### config.mk
export PLATFORM = sky130hd
export DESIGN_NAME = pe_spi_host
export DESIGN_NICKNAME = d
export VERILOG_FILES = /design/src/rtl/pe_spi_pkg.sv /design/src/rtl/spi_frame_engine.sv /design/src/rtl/pe_spi_host.sv
export SDC_FILE = /design/constraint.sdc
export NUM_CORES = 1
export LEC_CHECK = 0
export CAP_MARGIN = 25
export CORE_ASPECT_RATIO = 0.7
export CORE_MARGIN = 2
export CORE_UTILIZATION = 55
export DETAILED_ROUTE_END_ITERATION = 16
export PLACE_DENSITY_LB_ADDON = 0.25
export REMOVE_ABC_BUFFERS = 1
export SLEW_MARGIN = 20
export SYNTH_ARGS = -nofsm -noshare
export SYNTH_HDL_FRONTEND = slang
export SYNTH_SLANG_ARGS = --single-unit
export TNS_END_PERCENT = 1
### constraint.sdc
create_clock -name clk -period 2.8 [get_ports clk]
set_clock_uncertainty 0.05 [all_clocks]
set_input_delay 0.28 -clock clk [delete_from_list [all_inputs] [get_ports clk]]
set_output_delay 0.28 -clock clk [all_outputs]
set_load 0.02 [all_outputs]
### src/rtl/pe_spi_pkg.sv
// Shared definitions for the reversible PE SPI link: frame layout, command codes
// and the host batch state encoding. The PE slave side imports this package too.
package pe_spi_pkg;

    localparam int FRAME_BITS     = 26;
    localparam int HDR_BITS       = 8;
    localparam int PAYLOAD_BITS   = 18;
    localparam int HDR_ADDR_BITS  = 6;
    localparam int FRAME_DATA_BITS = 16;

    // Bit offsets inside the 26-bit frame (MSB is shifted out first).
    localparam int HDR_RW_BIT     = 25;
    localparam int HDR_RSVD_BIT   = 24;
    localparam int HDR_ADDR_LSB   = 18;
    localparam int CMD_LSB        = 16;
    localparam int DATA_LSB       = 0;

    localparam logic [1:0] CMD_NONE  = 2'b00;
    localparam logic [1:0] CMD_WRITE = 2'b01;
    localparam logic [1:0] CMD_START = 2'b10;

    typedef enum logic [2:0] {
        ST_IDLE,
        ST_LOAD,
        ST_KICK,
        ST_WAIT,
        ST_READ,
        ST_DONE
    } host_state_t;

    function automatic logic [FRAME_BITS-1:0] pack_frame(
        input logic                       rw,
        input logic [HDR_ADDR_BITS-1:0]   addr,
        input logic [1:0]                 cmd,
        input logic [FRAME_DATA_BITS-1:0] data
    );
        return {rw, 1'b0, addr, cmd, data};
    endfunction

endpackage

### src/rtl/spi_frame_engine.sv
// Mode-0 SPI frame shifter: one 26-bit full-duplex frame per launch, MSB first,
// with SCK_DIV clk cycles per SCK half-period. Owns all four SPI pins.
module spi_frame_engine
    import pe_spi_pkg::*;
#(
    parameter int SCK_DIV = 4
) (
    input  logic                  clk,
    input  logic                  rst_n,
    input  logic                  launch_i,
    input  logic [FRAME_BITS-1:0] tx_frame_i,
    input  logic                  spi_miso_i,
    output logic                  frame_busy_o,
    output logic                  frame_end_o,
    output logic [FRAME_BITS-1:0] rx_frame_o,
    output logic                  spi_clk_o,
    output logic                  spi_csn_o,
    output logic                  spi_mosi_o
);

    localparam int DIV_W     = (SCK_DIV > 1) ? $clog2(SCK_DIV) : 1;
    localparam int HALF_LAST = 2 * FRAME_BITS + 1;
    localparam int PH_W      = $clog2(HALF_LAST + 1);

    logic                  active_q, active_d;
    logic [DIV_W-1:0]      div_q, div_d;
    logic [PH_W-1:0]       ph_q, ph_d;
    logic [PH_W-1:0]       ph_next;
    logic [FRAME_BITS-1:0] tx_q, tx_d;
    logic [FRAME_BITS-1:0] rx_q, rx_d;
    logic                  sck_q, sck_d;
    logic                  csn_q, csn_d;
    logic                  end_q, end_d;

    assign ph_next = ph_q + PH_W'(1);

    // ph counts SCK half-periods since launch: odd values are rising edges,
    // even values falling edges, and the final count releases chip select.
    always_comb begin
        active_d = active_q;
        div_d    = div_q;
        ph_d     = ph_q;
        tx_d     = tx_q;
        rx_d     = rx_q;
        sck_d    = sck_q;
        csn_d    = csn_q;
        end_d    = 1'b0;

        if (!active_q) begin
            if (launch_i) begin
                active_d = 1'b1;
                csn_d    = 1'b0;
                sck_d    = 1'b0;
                div_d    = '0;
                ph_d     = '0;
                tx_d     = tx_frame_i;
                rx_d     = '0;
            end
        end else if (div_q == DIV_W'(SCK_DIV - 1)) begin
            div_d = '0;
            ph_d  = ph_next;
            if (ph_next == PH_W'(HALF_LAST)) begin
                active_d = 1'b0;
                csn_d    = 1'b1;
                sck_d    = 1'b0;
                tx_d     = '0;
                end_d    = 1'b1;
            end else if (ph_next[0]) begin
                sck_d = 1'b1;
                rx_d  = {rx_q[FRAME_BITS-2:0], spi_miso_i};
            end else begin
                sck_d = 1'b0;
                tx_d  = {tx_q[FRAME_BITS-2:0], 1'b0};
            end
        end else begin
            div_d = div_q + DIV_W'(1);
        end
    end

    always_ff @(posedge clk or negedge rst_n) begin
        if (!rst_n) begin
            active_q <= 1'b0;
            div_q    <= '0;
            ph_q     <= '0;
            tx_q     <= '0;
            rx_q     <= '0;
            sck_q    <= 1'b0;
            csn_q    <= 1'b1;
            end_q    <= 1'b0;
        end else begin
            active_q <= active_d;
            div_q    <= div_d;
            ph_q     <= ph_d;
            tx_q     <= tx_d;
            rx_q     <= rx_d;
            sck_q    <= sck_d;
            csn_q    <= csn_d;
            end_q    <= end_d;
        end
    end

    assign frame_busy_o = active_q;
    assign frame_end_o  = end_q;
    assign rx_frame_o   = rx_q;
    assign spi_clk_o    = sck_q;
    assign spi_csn_o    = csn_q;
    assign spi_mosi_o   = tx_q[FRAME_BITS-1];

endmodule

### src/rtl/pe_spi_host.sv
// Batch host for the PE SPI slave: loads DATA_NUM operands, kicks the PE, waits
// for the pipeline to drain, then reads every result back onto a valid-only stream.
module pe_spi_host
    import pe_spi_pkg::*;
#(
    parameter int DATA_NUM    = 64,
    parameter int DATA_WIDTH  = 16,
    parameter int CMD_WIDTH   = 2,
    parameter int ADDR_WIDTH  = 6,
    parameter int SCK_DIV     = 4,
    parameter int WAIT_CYCLES = 256
) (
    input  logic                  clk,
    input  logic                  rst_n,
    input  logic                  start_i,
    input  logic                  op_valid_i,
    output logic                  op_ready_o,
    input  logic [DATA_WIDTH-1:0] op_data_i,
    output logic                  res_valid_o,
    output logic [ADDR_WIDTH-1:0] res_addr_o,
    output logic [DATA_WIDTH-1:0] res_data_o,
    output logic                  busy_o,
    output logic                  done_o,
    output logic                  spi_clk_o,
    output logic                  spi_csn_o,
    output logic                  spi_mosi_o,
    input  logic                  spi_miso_i
);

    host_state_t           state_q, state_d;
    logic [ADDR_WIDTH-1:0] idx_q, idx_d;
    logic [15:0]           wait_q, wait_d;
    logic                  pend_q, pend_d;
    logic                  gap_q, gap_d;
    logic                  ready_q, ready_d;
    logic                  res_valid_q, res_valid_d;
    logic [ADDR_WIDTH-1:0] res_addr_q, res_addr_d;
    logic [DATA_WIDTH-1:0] res_data_q, res_data_d;
    logic                  busy_q, busy_d;
    logic                  done_q, done_d;

    logic                  launch;
    logic [FRAME_BITS-1:0] tx_frame;
    logic [FRAME_BITS-1:0] rx_frame;
    logic                  frame_busy;
    logic                  frame_end;
    logic                  last_idx;
    logic                  slot_free;
    logic                  unused_rx;

    assign last_idx  = (idx_q == ADDR_WIDTH'(DATA_NUM - 1));
    // gap_q holds off the cycle after frame end so chip select stays high >= 2 cycles.
    assign slot_free = !pend_q && !gap_q && !frame_end;
    assign unused_rx = ^{rx_frame[FRAME_BITS-1:DATA_WIDTH], frame_busy, 1'(CMD_WIDTH)};

    always_comb begin
        state_d     = state_q;
        idx_d       = idx_q;
        wait_d      = wait_q;
        ready_d     = ready_q;
        res_valid_d = 1'b0;
        res_addr_d  = res_addr_q;
        res_data_d  = res_data_q;
        done_d      = 1'b0;
        gap_d       = frame_end;
        launch      = 1'b0;
        tx_frame    = '0;

        unique case (state_q)
            ST_IDLE: begin
                ready_d = 1'b0;
                if (start_i) begin
                    state_d = ST_LOAD;
                    idx_d   = '0;
                    ready_d = 1'b1;
                end
            end
            ST_LOAD: begin
                if (ready_q && op_valid_i) begin
                    launch   = 1'b1;
                    tx_frame = pack_frame(1'b1, HDR_ADDR_BITS'(idx_q), CMD_WRITE,
                                          FRAME_DATA_BITS'(op_data_i));
                    ready_d  = 1'b0;
                end
                if (gap_q) begin
                    ready_d = 1'b1;
                end
                if (frame_end) begin
                    if (last_idx) begin
                        idx_d   = '0;
                        state_d = ST_KICK;
                    end else begin
                        idx_d = idx_q + ADDR_WIDTH'(1);
                    end
                end
            end
            ST_KICK: begin
                if (slot_free) begin
                    launch   = 1'b1;
                    tx_frame = pack_frame(1'b1, '0, CMD_START, '0);
                end
                if (frame_end) begin
                    state_d = ST_WAIT;
                    wait_d  = 16'(WAIT_CYCLES);
                end
            end
            ST_WAIT: begin
                if (wait_q == 16'd0) begin
                    state_d = ST_READ;
                end else begin
                    wait_d = wait_q - 16'd1;
                end
            end
            ST_READ: begin
                if (slot_free) begin
                    launch   = 1'b1;
                    tx_frame = pack_frame(1'b0, HDR_ADDR_BITS'(idx_q), CMD_NONE, '0);
                end
                if (frame_end) begin
                    res_valid_d = 1'b1;
                    res_addr_d  = idx_q;
                    res_data_d  = rx_frame[DATA_WIDTH-1:0];
                    if (last_idx) begin
                        idx_d   = '0;
                        done_d  = 1'b1;
                        state_d = ST_DONE;
                    end else begin
                        idx_d = idx_q + ADDR_WIDTH'(1);
                    end
                end
            end
            ST_DONE: begin
                state_d = ST_IDLE;
            end
            default: begin
                state_d = ST_IDLE;
            end
        endcase

        pend_d = launch ? 1'b1 : (frame_end ? 1'b0 : pend_q);
        busy_d = (state_d != ST_IDLE);
    end

    always_ff @(posedge clk or negedge rst_n) begin
        if (!rst_n) begin
            state_q     <= ST_IDLE;
            idx_q       <= '0;
            wait_q      <= '0;
            pend_q      <= 1'b0;
            gap_q       <= 1'b0;
            ready_q     <= 1'b0;
            res_valid_q <= 1'b0;
            res_addr_q  <= '0;
            res_data_q  <= '0;
            busy_q      <= 1'b0;
            done_q      <= 1'b0;
        end else begin
            state_q     <= state_d;
            idx_q       <= idx_d;
            wait_q      <= wait_d;
            pend_q      <= pend_d;
            gap_q       <= gap_d;
            ready_q     <= ready_d;
            res_valid_q <= res_valid_d;
            res_addr_q  <= res_addr_d;
            res_data_q  <= res_data_d;
            busy_q      <= busy_d;
            done_q      <= done_d;
        end
    end

    spi_frame_engine #(
        .SCK_DIV(SCK_DIV)
    ) u_engine (
        .clk         (clk),
        .rst_n       (rst_n),
        .launch_i    (launch),
        .tx_frame_i  (tx_frame),
        .spi_miso_i  (spi_miso_i),
        .frame_busy_o(frame_busy),
        .frame_end_o (frame_end),
        .rx_frame_o  (rx_frame),
        .spi_clk_o   (spi_clk_o),
        .spi_csn_o   (spi_csn_o),
        .spi_mosi_o  (spi_mosi_o)
    );

    assign op_ready_o  = ready_q;
    assign res_valid_o = res_valid_q;
    assign res_addr_o  = res_addr_q;
    assign res_data_o  = res_data_q;
    assign busy_o      = busy_q;
    assign done_o      = done_q;

endmodule
==> impl_metrics.sql, run 1 <==
INSERT INTO impl_metrics (metric_group, metric, value, unit) VALUES
('status', 'outcome', 'complete, no violations', ''),
('pwr', 'clkPwrFrac', '0.308', ''),
('routing', 'wl_per_cell', '16.3', 'um'),
('yosys', 'ys_seq_elements', '107', ''),
('pwr', 'power.share.combinational', '0.197', ''),
('routing', 'drt_pass1_iterations', '4', ''),
('placed_design', 'globalplace.congestion', '0.831', ''),
('worst_setup_path', 'slowest_delay', '0.46', 'ns'),
('sta', 'max_freq', '0.419', 'GHz'),
('worst_setup_path', 'timing.critical_path.slowest_stage_cell', 'sky130_fd_sc_hd__dfrtp_1', ''),
('floorplanning', 'dieArea', '10300', 'sq um'),
('routing', 'drt_iter0_markers', '298', ''),
('finish', 'final_layout_size_suffix_gt1_frac', '0.149', ''),
('placed_design', 'portBuffers', '49', ''),
('yosys', 'synth.cell_area', '5240', 'sq um'),
('finish', 'area_delta_synth_final', '17.0', '%'),
('yosys', 'synth_top_cell_area_share', '0.506', ''),
('pwr', 'ir_drop', '0.000350', 'V'),
('sta', 'report.final.slew_viol_count', '0', ''),
('yosys', 'ys.warnings.count', '0', ''),
('routing', 'wl_met2', '4870', 'um'),
('clock_network', 'cts.reportedPaths.clkPinSlew', '0.07', 'ns'),
('min_path', 'holdCritStartpoint', 'wait_q[4]$_DFFE_PN0P_', ''),
('global_route', 'overall_routing_resource_usage', '0.220', ''),
('worst_setup_path', 'critical_path_class', 'reg2reg', ''),
('sta', 'tightestPinTransition', '0.735', 'ns'),
('floorplanning', 'floorplan.initialDensity', '0.573', ''),
('pwr', 'power.density_cell_area', '631', 'nW/um^2'),
('worst_setup_path', 'reg2reg_setup_slack', '0.41', 'ns'),
('clock_network', 'clock_latency_reported_for_the_late_side_of_the_worst_skew_pair', '0.35', 'ns'),
('finish', 'final_util', '0.670', ''),
('routing', 'route.antenna.remaining_nets', '0', ''),
('min_path', 'hold-path-endpoint', 'wait_q[4]$_DFFE_PN0P_', ''),
('clock_network', 'post-cts-setup-buffer-count', '0', ''),
('worst_setup_path', 'timing.critical_path.from_type', 'flip-flop', ''),
('worst_setup_path', 'r2r_cells', '7', ''),
('worst_setup_path', 'timing.critical_path.arrival', '2.57', 'ns'),
('clock_network', 'cts.root.buffer_cell', 'sky130_fd_sc_hd__clkbuf_16', ''),
('min_path', 'hold_class', 'reg2reg', ''),
('sta', 'final-setup-viol-count', '0', ''),
('pwr', 'swShare', '0.288', ''),
('job', 'max_cap_viol_count', '0', ''),
('routing', 'routed_wirelength', '10500', 'um'),
('routing', 'wirelength_met1', '5110', 'um'),
('worst_setup_path', 'timing.rr.start', 'u_engine.ph_q[1]$_DFFE_PN0P_', ''),
('finish', 'filler_cell_count', '706', ''),
('pwr', 'report.power.total', '0.00387', 'W'),
('floorplanning', 'chipWidth', '121', 'um'),
('worst_setup_path', 'critical_path.n_buffers_inverters', '1', ''),
('clock_network', 'numCtsBuffers', '9', ''),
('floorplanning', 'ios', '50', ''),
('sta', 'timing.final.ws_setup', '0.411', 'ns'),
('routing', 'detailed_route_vias_per_instance', '5.87', ''),
('placed_design', 'place.detailed.hpwl', '7250', 'um'),
('sta', 'period_needed', '2.39', 'ns'),
('worst_setup_path', 'critical_path.cell_chain', 'ha_1, or2b_1, nor3_1, buf_4, nor2_1, o21a_1, a22o_1', ''),
('global_route', 'global_route_wire_length_before_repair', '17900', 'um'),
('clock_network', 'tritoncts_clock_tree', 'done', ''),
('routing', 'met3RoutedLength', '468', 'um'),
('clock_network', 'h-tree-depth', '3', ''),
('floorplanning', 'core_area', '9140', 'sq um'),
('sta', 'final_min_period_over_clock_period', '0.853', ''),
('yosys', 'synth_cell_type_count', '69', ''),
('worst_setup_path', 'timing.critical_path.max_delay_family', 'compound AO/OA/AOI/OAI gates', ''),
('floorplanning', 'chip_height', '85.7', 'um'),
('sta', 'final-hold-violation-count', '0', ''),
('placed_design', 'pre_cts_slack', '0.242', 'ns'),
('clock_network', 'max-clock-path-buffers', '2', ''),
('clock_network', 'clock_sinks', '107', ''),
('global_route', 'grt_pass1_vias', '3770', ''),
('yosys', 'seq_area_frac_synth', '0.511', '');
## cell usage after synthesis, drive strengths merged, types with 3 or more instances
cell	number
buf	13
o21ai	65
mux2i	10
or4	3
nor2b	3
o31ai	4
inv	14
nand2b	4
and3	19
nor2	29
or3	3
a21boi	3
a32oi	6
xor2	3
ha	6
nor4b	4
a21oi	3
dfrtp	106
clkbuf	18
nand3	17
a22o	16
mux2	22
nand2	30
nor3	8
a2bb2oi	19
xnor2	8
## state kept, by name, summed over array words and instances (netlist names), 2 cells and up
| register | flops |
|---|---|
| idx_q | 6 |
| state_q | 3 |
| u_engine.ph_q | 6 |
| u_engine.rx_frame_o | 16 |
| wait_q | 16 |
| res_addr_o | 6 |
| u_engine.div_q | 2 |
| u_engine.tx_q | 26 |
| res_data_o | 16 |
## power by group through the flow
stage               clock [W]  combinational (W)  sequential [W]
floorplan                   0           0.000496         0.00193
global placement            0           0.000728         0.00193
detailed placement          0           0.000766         0.00194
CTS                   0.00121           0.000767         0.00191
global route          0.00129           0.000843         0.00194
finish                0.00119           0.000763         0.00191
## worst max path at each step
stage | start | end | cells after the start
floorplan | u_engine.ph_q[0]$_DFFE_PN0P_ | u_engine.tx_q[18]$_DFFE_PN0P_ | 7
global placement | op_valid_i | u_engine.tx_q[4]$_DFFE_PN0P_ | 6
detailed placement | op_valid_i | u_engine.tx_q[8]$_DFFE_PN0P_ | 6
CTS | u_engine.ph_q[0]$_DFFE_PN0P_ | u_engine.tx_q[8]$_DFFE_PN0P_ | 8
global route | u_engine.ph_q[1]$_DFFE_PN0P_ | u_engine.rx_frame_o[0]$_DFFE_PN0P_ | 7
finish | u_engine.ph_q[1]$_DFFE_PN0P_ | u_engine.rx_frame_o[6]$_DFFE_PN0P_ | 7
## layout make-up
class	count	area (sq um)	share of cell area
sequential	107	2680	0.437
multi-input combinational	320	2340	0.381
timing repair buffer	65	623	0.102
clock buffer	11	233	0.0380
tap	124	155	0.0253
inverter	15	56.3	0.00918
clock inverter	5	46.3	0.00755
## metal layers
layer	GRT usage	up-vias
met3	0.0552	7
met2	0.339	88
li1	-	1821
met5	0	-
met4	0.0624	0
met1	0.312	1879
## placed cells by master, fill, tap and decap left out, drive strengths merged, types with 6 or more instances in the layout
master         count
buf               16
nand3             17
inv               16
and3              19
a22o              16
nor2              29
clkbuf            11
a2bb2oi           19
mux2              22
xnor2              8
mux2i             10
nor3               8
dfrtp            106
nand2             30
a32oi              6
ha                 6
clkdlybuf4s50     48
o21ai             65
## kinds of logic after synthesis
| logic type | count (synthesis) | share of synthesized area |
|---|---|---|
| xor gates and xnor gates | 11 | 0.0184 |
| muxes | 32 | 0.0664 |
| buffers and inverters | 46 | 0.0425 |
| DFF | 107 | 0.511 |
| and+or+nand+nor | 136 | 0.144 |
| adders and majority gates | 6 | 0.0143 |
| AOI/OAI and AO/OA | 135 | 0.203 |
## through the flow
| step | hold WS, ns | instance area [sq um] | instances |
|---|---|---|---|
| global placement | 0.335 | 5840 | 630 |
| detailed placement | 0.342 | 5840 | 630 |
| floorplan | -0.0656 | 5070 | 442 |
| global route | 0.477 | 6130 | 647 |
| finish | 0.436 | 6130 | 647 |
| CTS | 0.447 | 6130 | 647 |
## timing repair
action                                 in CTS  in global routing
resized for setup                           0                  0
hold buffers                                1                  0
endpoints found under the hold margin      55                  0
No activity file was read; power rests on OpenSTA's default activity.
==> run 2, diff against run 1 <==
--- a/config.mk
+++ b/config.mk
@@ -10,8 +10,8 @@
 export CORE_MARGIN = 2
 export CORE_UTILIZATION = 55
 export DETAILED_ROUTE_END_ITERATION = 16
+export GPL_TIMING_DRIVEN = 0
 export PLACE_DENSITY_LB_ADDON = 0.25
-export REMOVE_ABC_BUFFERS = 1
 export SLEW_MARGIN = 20
 export SYNTH_ARGS = -nofsm -noshare
 export SYNTH_HDL_FRONTEND = slang
==> impl_metrics.sql, run 2 (synthesis gave the netlist of run 1 again) <==
INSERT INTO impl_metrics (metric_group, metric, value, unit) VALUES
('global_route', 'globalRouteOverflowTotal', '0', ''),
('yosys', 'synth_fp_nets', '500', ''),
('global_route', 'grt_max_degree', '59', ''),
('clock_network', 'cts.reportedPaths.clkPinSlew', '0.08', 'ns'),
('finish', 'nets_finish', '567', ''),
('finish', 'final_cell_count_no_fill', '669', ''),
('placed_design', 'portBuffers', '49', ''),
('worst_setup_path', 'timing.rr.start', 'u_engine.ph_q[0]$_DFFE_PN0P_', ''),
('placed_design', 'pre_cts_slack', '-0.213', 'ns'),
('global_route', 'antenna_violations_before_repair', '0', ''),
('sta', 'max_slew_margin', '0.637', ''),
('global_route', 'grt_pass1_vias', '3910', ''),
('worst_setup_path', 'critical_path.cell_chain', 'buf_4, clkinvlp_4, buf_4, ha_1, nand2_1, a2111oi_4, nor2_1, o21a_1, buf_6, buf_6, a22o_1', ''),
('finish', 'registers.top_by_ff_count', 'u_engine.tx_q', ''),
('worst_setup_path', 'timing.critical_path.arrival', '2.78', 'ns'),
('pwr', 'p_switching', '0.00124', 'W'),
('sta', 'tightestPinTransition', '0.541', 'ns'),
('routing', 'number_of_drc_violations_after_detailed_routing', '0', ''),
('sta', 'final-setup-viol-count', '0', ''),
('placed_design', 'place.detailed.hpwl', '7780', 'um'),
('clock_network', 'clock_latency_reported_for_the_late_side_of_the_worst_skew_pair', '0.35', 'ns'),
('pwr', 'total_leakage_power', '2.79', 'nW'),
('worst_setup_path', 'timing.critical_path.max_delay_family', 'compound AO/OA/AOI/OAI gates', ''),
('worst_setup_path', 'timing.critical_path.from_type', 'flip-flop', ''),
('clock_network', 'h-tree-depth', '3', ''),
('clock_network', 'max-clock-path-buffers', '2', ''),
('status', 'outcome', 'complete, no violations', ''),
('routing', 'wl_per_cell', '16.7', 'um'),
('sta', 'final-hold-violation-count', '0', ''),
('pwr', 'power.share.combinational', '0.213', ''),
('pwr', 'part_of_the_power_in_registers', '0.469', ''),
('routing', 'detailed_route_vias_per_instance', '6.00', ''),
('finish', 'insertedDiodeCount', '0', ''),
('floorplanning', 'placementRows', '29', ''),
('routing', 'drt_iter0_markers', '264', ''),
('worst_setup_path', 'worst_r2r_endpoint', 'u_engine.rx_frame_o[11]$_DFFE_PN0P_', ''),
('sta', 'report.final.slew_viol_count', '0', ''),
('finish', 'final_layout_size_suffix_gt1_frac', '0.163', ''),
('routing', 'routed_wirelength', '11200', 'um'),
('sta', 'timing.setup.tns', '0', 'ns'),
('pwr', 'report.power.total', '0.00408', 'W'),
('placed_design', 'placedCellCount', '647', ''),
('floorplanning', 'ios', '50', ''),
('min_path', 'hold_class', 'in2async', ''),
('worst_setup_path', 'timing.critical_path.to_type', 'flip-flop', ''),
('floorplanning', 'chip_height', '85.7', 'um'),
('sta', 'max_freq', '0.385', 'GHz'),
('pwr', 'internal-power', '0.00284', 'W'),
('floorplanning', 'floorplan.initialDensity', '0.573', ''),
('finish', 'area_delta_synth_final', '20.5', '%'),
('sta', 'period_needed', '2.60', 'ns'),
('worst_setup_path', 'cp_num_cells', '11', ''),
('finish', 'largest_register_ff_count', '26', ''),
('finish', 'layout_common_cells', 'sky130_fd_sc_hd__dfrtp_1 (106), sky130_fd_sc_hd__o21ai_0 (64), sky130_fd_sc_hd__clkdlybuf4s50_1 (48), sky130_fd_sc_hd__nand2_1 (30), sky130_fd_sc_hd__nor2_1 (28)', ''),
('clock_network', 'tritoncts_clock_tree', 'done', ''),
('pwr', 'power.density_cell_area', '646', 'nW/um^2'),
('floorplanning', 'dieArea', '10300', 'sq um'),
('sta', 'timing.final.ws_setup', '0.203', 'ns'),
('pwr', 'swShare', '0.303', ''),
('sta', 'rsz0062_at_grt', 'no', ''),
('sta', 'final_min_period_over_clock_period', '0.927', ''),
('routing', 'route.antenna.remaining_nets', '0', ''),
('placed_design', 'globalplace.congestion', '0.858', ''),
('finish', 'final_util', '0.691', ''),
('worst_setup_path', 'r2r_cells', '11', ''),
('worst_setup_path', 'critical_path.n_buffers_inverters', '5', ''),
('worst_setup_path', 'slowest_delay', '0.47', 'ns'),
('global_route', 'overall_routing_resource_usage', '0.227', ''),
('worst_setup_path', 'cp.required', '2.99', 'ns'),
('worst_setup_path', 'timing.critical_path.fanout_max', '10', ''),
('floorplanning', 'core_area', '9140', 'sq um'),
('finish', 'most_frequent_standard_cell_in_the_layout_excluding_fill_and_tap_cells', 'sky130_fd_sc_hd__dfrtp_1', ''),
('floorplanning', 'chipWidth', '121', 'um'),
('pwr', 'clkPwrFrac', '0.318', ''),
('worst_setup_path', 'reg2reg_setup_slack', '0.20', 'ns'),
('routing', 'route.vias.total', '4014', ''),
('pwr', 'ir_drop', '0.000352', 'V'),
('job', 'max_cap_viol_count', '0', ''),
('clock_network', 'cts.root.buffer_cell', 'sky130_fd_sc_hd__clkbuf_16', ''),
('worst_setup_path', 'critical_path_class', 'reg2reg', ''),
('global_route', 'global_route_wire_length_before_repair', '18900', 'um'),
('clock_network', 'numCtsBuffers', '9', ''),
('worst_setup_path', 'timing.critical_path.slowest_stage_cell', 'sky130_fd_sc_hd__a2111oi_4', ''),
('clock_network', 'clock_sinks', '107', ''),
('routing', 'drt_pass1_iterations', '4', '');
-- run 2: cell count changes in the layout (fill, tap and decap cells not counted), sizes merged --
cell and delta:
buf +6, clkbuf +14, inv +2, clkinvlp +1, clkinv -1
-- run 2: how the worst max path moves through the flow --
| stage | slack (ns) | end | from |
|---|---|---|---|
| 6_report | 0.20 | u_engine.rx_frame_o[11]$_DFFE_PN0P_ | u_engine.ph_q[0]$_DFFE_PN0P_ |
| 5_1_grt | 0.07 | u_engine.rx_frame_o[11]$_DFFE_PN0P_ | u_engine.ph_q[0]$_DFFE_PN0P_ |
| 4_1_cts | 0.004 | u_engine.tx_q[16]$_DFFE_PN0P_ | u_engine.ph_q[0]$_DFFE_PN0P_ |
| 3_5_place_dp | -0.21 | u_engine.tx_q[4]$_DFFE_PN0P_ | u_engine.ph_q[0]$_DFFE_PN0P_ |
| 3_3_place_gp | -2.55 | wait_q[7]$_DFFE_PN0P_ | rst_n |
| 2_1_floorplan | 0.30 | u_engine.rx_frame_o[10]$_DFFE_PN0P_ | u_engine.ph_q[0]$_DFFE_PN0P_ |
-- run 2: metal layers --
metal | up-vias | share of wire | track usage
met4 | 0 | 0.011 | 0.0560
met1 | 2017 | 0.48 | 0.332
met5 | - | 0 | 0
li1 | 1859 | - | -
met2 | 126 | 0.46 | 0.347
met3 | 12 | 0.056 | 0.0499
-- run 2: what timing repair did --
item | in CTS | in global routing
hold endpoints to repair | 48 | 0
hold buffers | 1 | 0
setup endpoints to repair | 33 | 30
setup buffers | 0 | 5
pin swaps | 0 | 3
resized for setup | 4 | 9
-- run 2: final cells by class --
| cell class | count | area (sq um) |
|---|---|---|
| fillers | 711 | 2830 |
| flip-flops and latches | 107 | 2680 |
| multi-input cells | 320 | 2350 |
| repair buffers | 56 | 579 |
| clock buffers | 9 | 225 |
| plain buffers | 31 | 175 |
| well taps | 124 | 155 |
| clock inverters | 7 | 88.8 |
| inverters | 15 | 60.1 |
-- run 2: worst register-to-register path: stages, from the launching register on --
cell                         delay, ns
sky130_fd_sc_hd__dfrtp_1          0.41
sky130_fd_sc_hd__buf_4            0.19
sky130_fd_sc_hd__clkinvlp_4       0.10
sky130_fd_sc_hd__buf_4            0.17
sky130_fd_sc_hd__ha_1             0.16
sky130_fd_sc_hd__nand2_1          0.11
sky130_fd_sc_hd__a2111oi_4        0.47
sky130_fd_sc_hd__nor2_1           0.12
sky130_fd_sc_hd__o21a_1           0.21
sky130_fd_sc_hd__buf_6            0.13
sky130_fd_sc_hd__buf_6            0.14
sky130_fd_sc_hd__a22o_1           0.23
-- run 2: through the flow --
step	instance area, sq um	hold WS, ns
final	6320	0.389
after global routing	6320	0.437
after CTS	6260	0.407
after detailed placement	5910	0.208
after global placement	5890	0.418
after floorplan	5240	-0.0656
-- run 2: power by group through the flow --
stage	logic [W]	clock network, W	registers [W]
floorplan	0.000564	0	0.00191
global placement	0.000763	0	0.00192
detailed placement	0.000804	0	0.00193
CTS	0.000817	0.00132	0.00191
global route	0.000949	0.00139	0.00194
finish	0.000870	0.00130	0.00191
==> run 3, diff against run 2 <==
--- a/config.mk
+++ b/config.mk
@@ -12,6 +12,7 @@
 export DETAILED_ROUTE_END_ITERATION = 16
 export GPL_TIMING_DRIVEN = 0
 export PLACE_DENSITY_LB_ADDON = 0.25
+export SKIP_LAST_GASP = 1
 export SLEW_MARGIN = 20
 export SYNTH_ARGS = -nofsm -noshare
 export SYNTH_HDL_FRONTEND = slang
==> results of run 3 <==
Same layout as run 2: the final DEF is identical, and so are final timing and power.
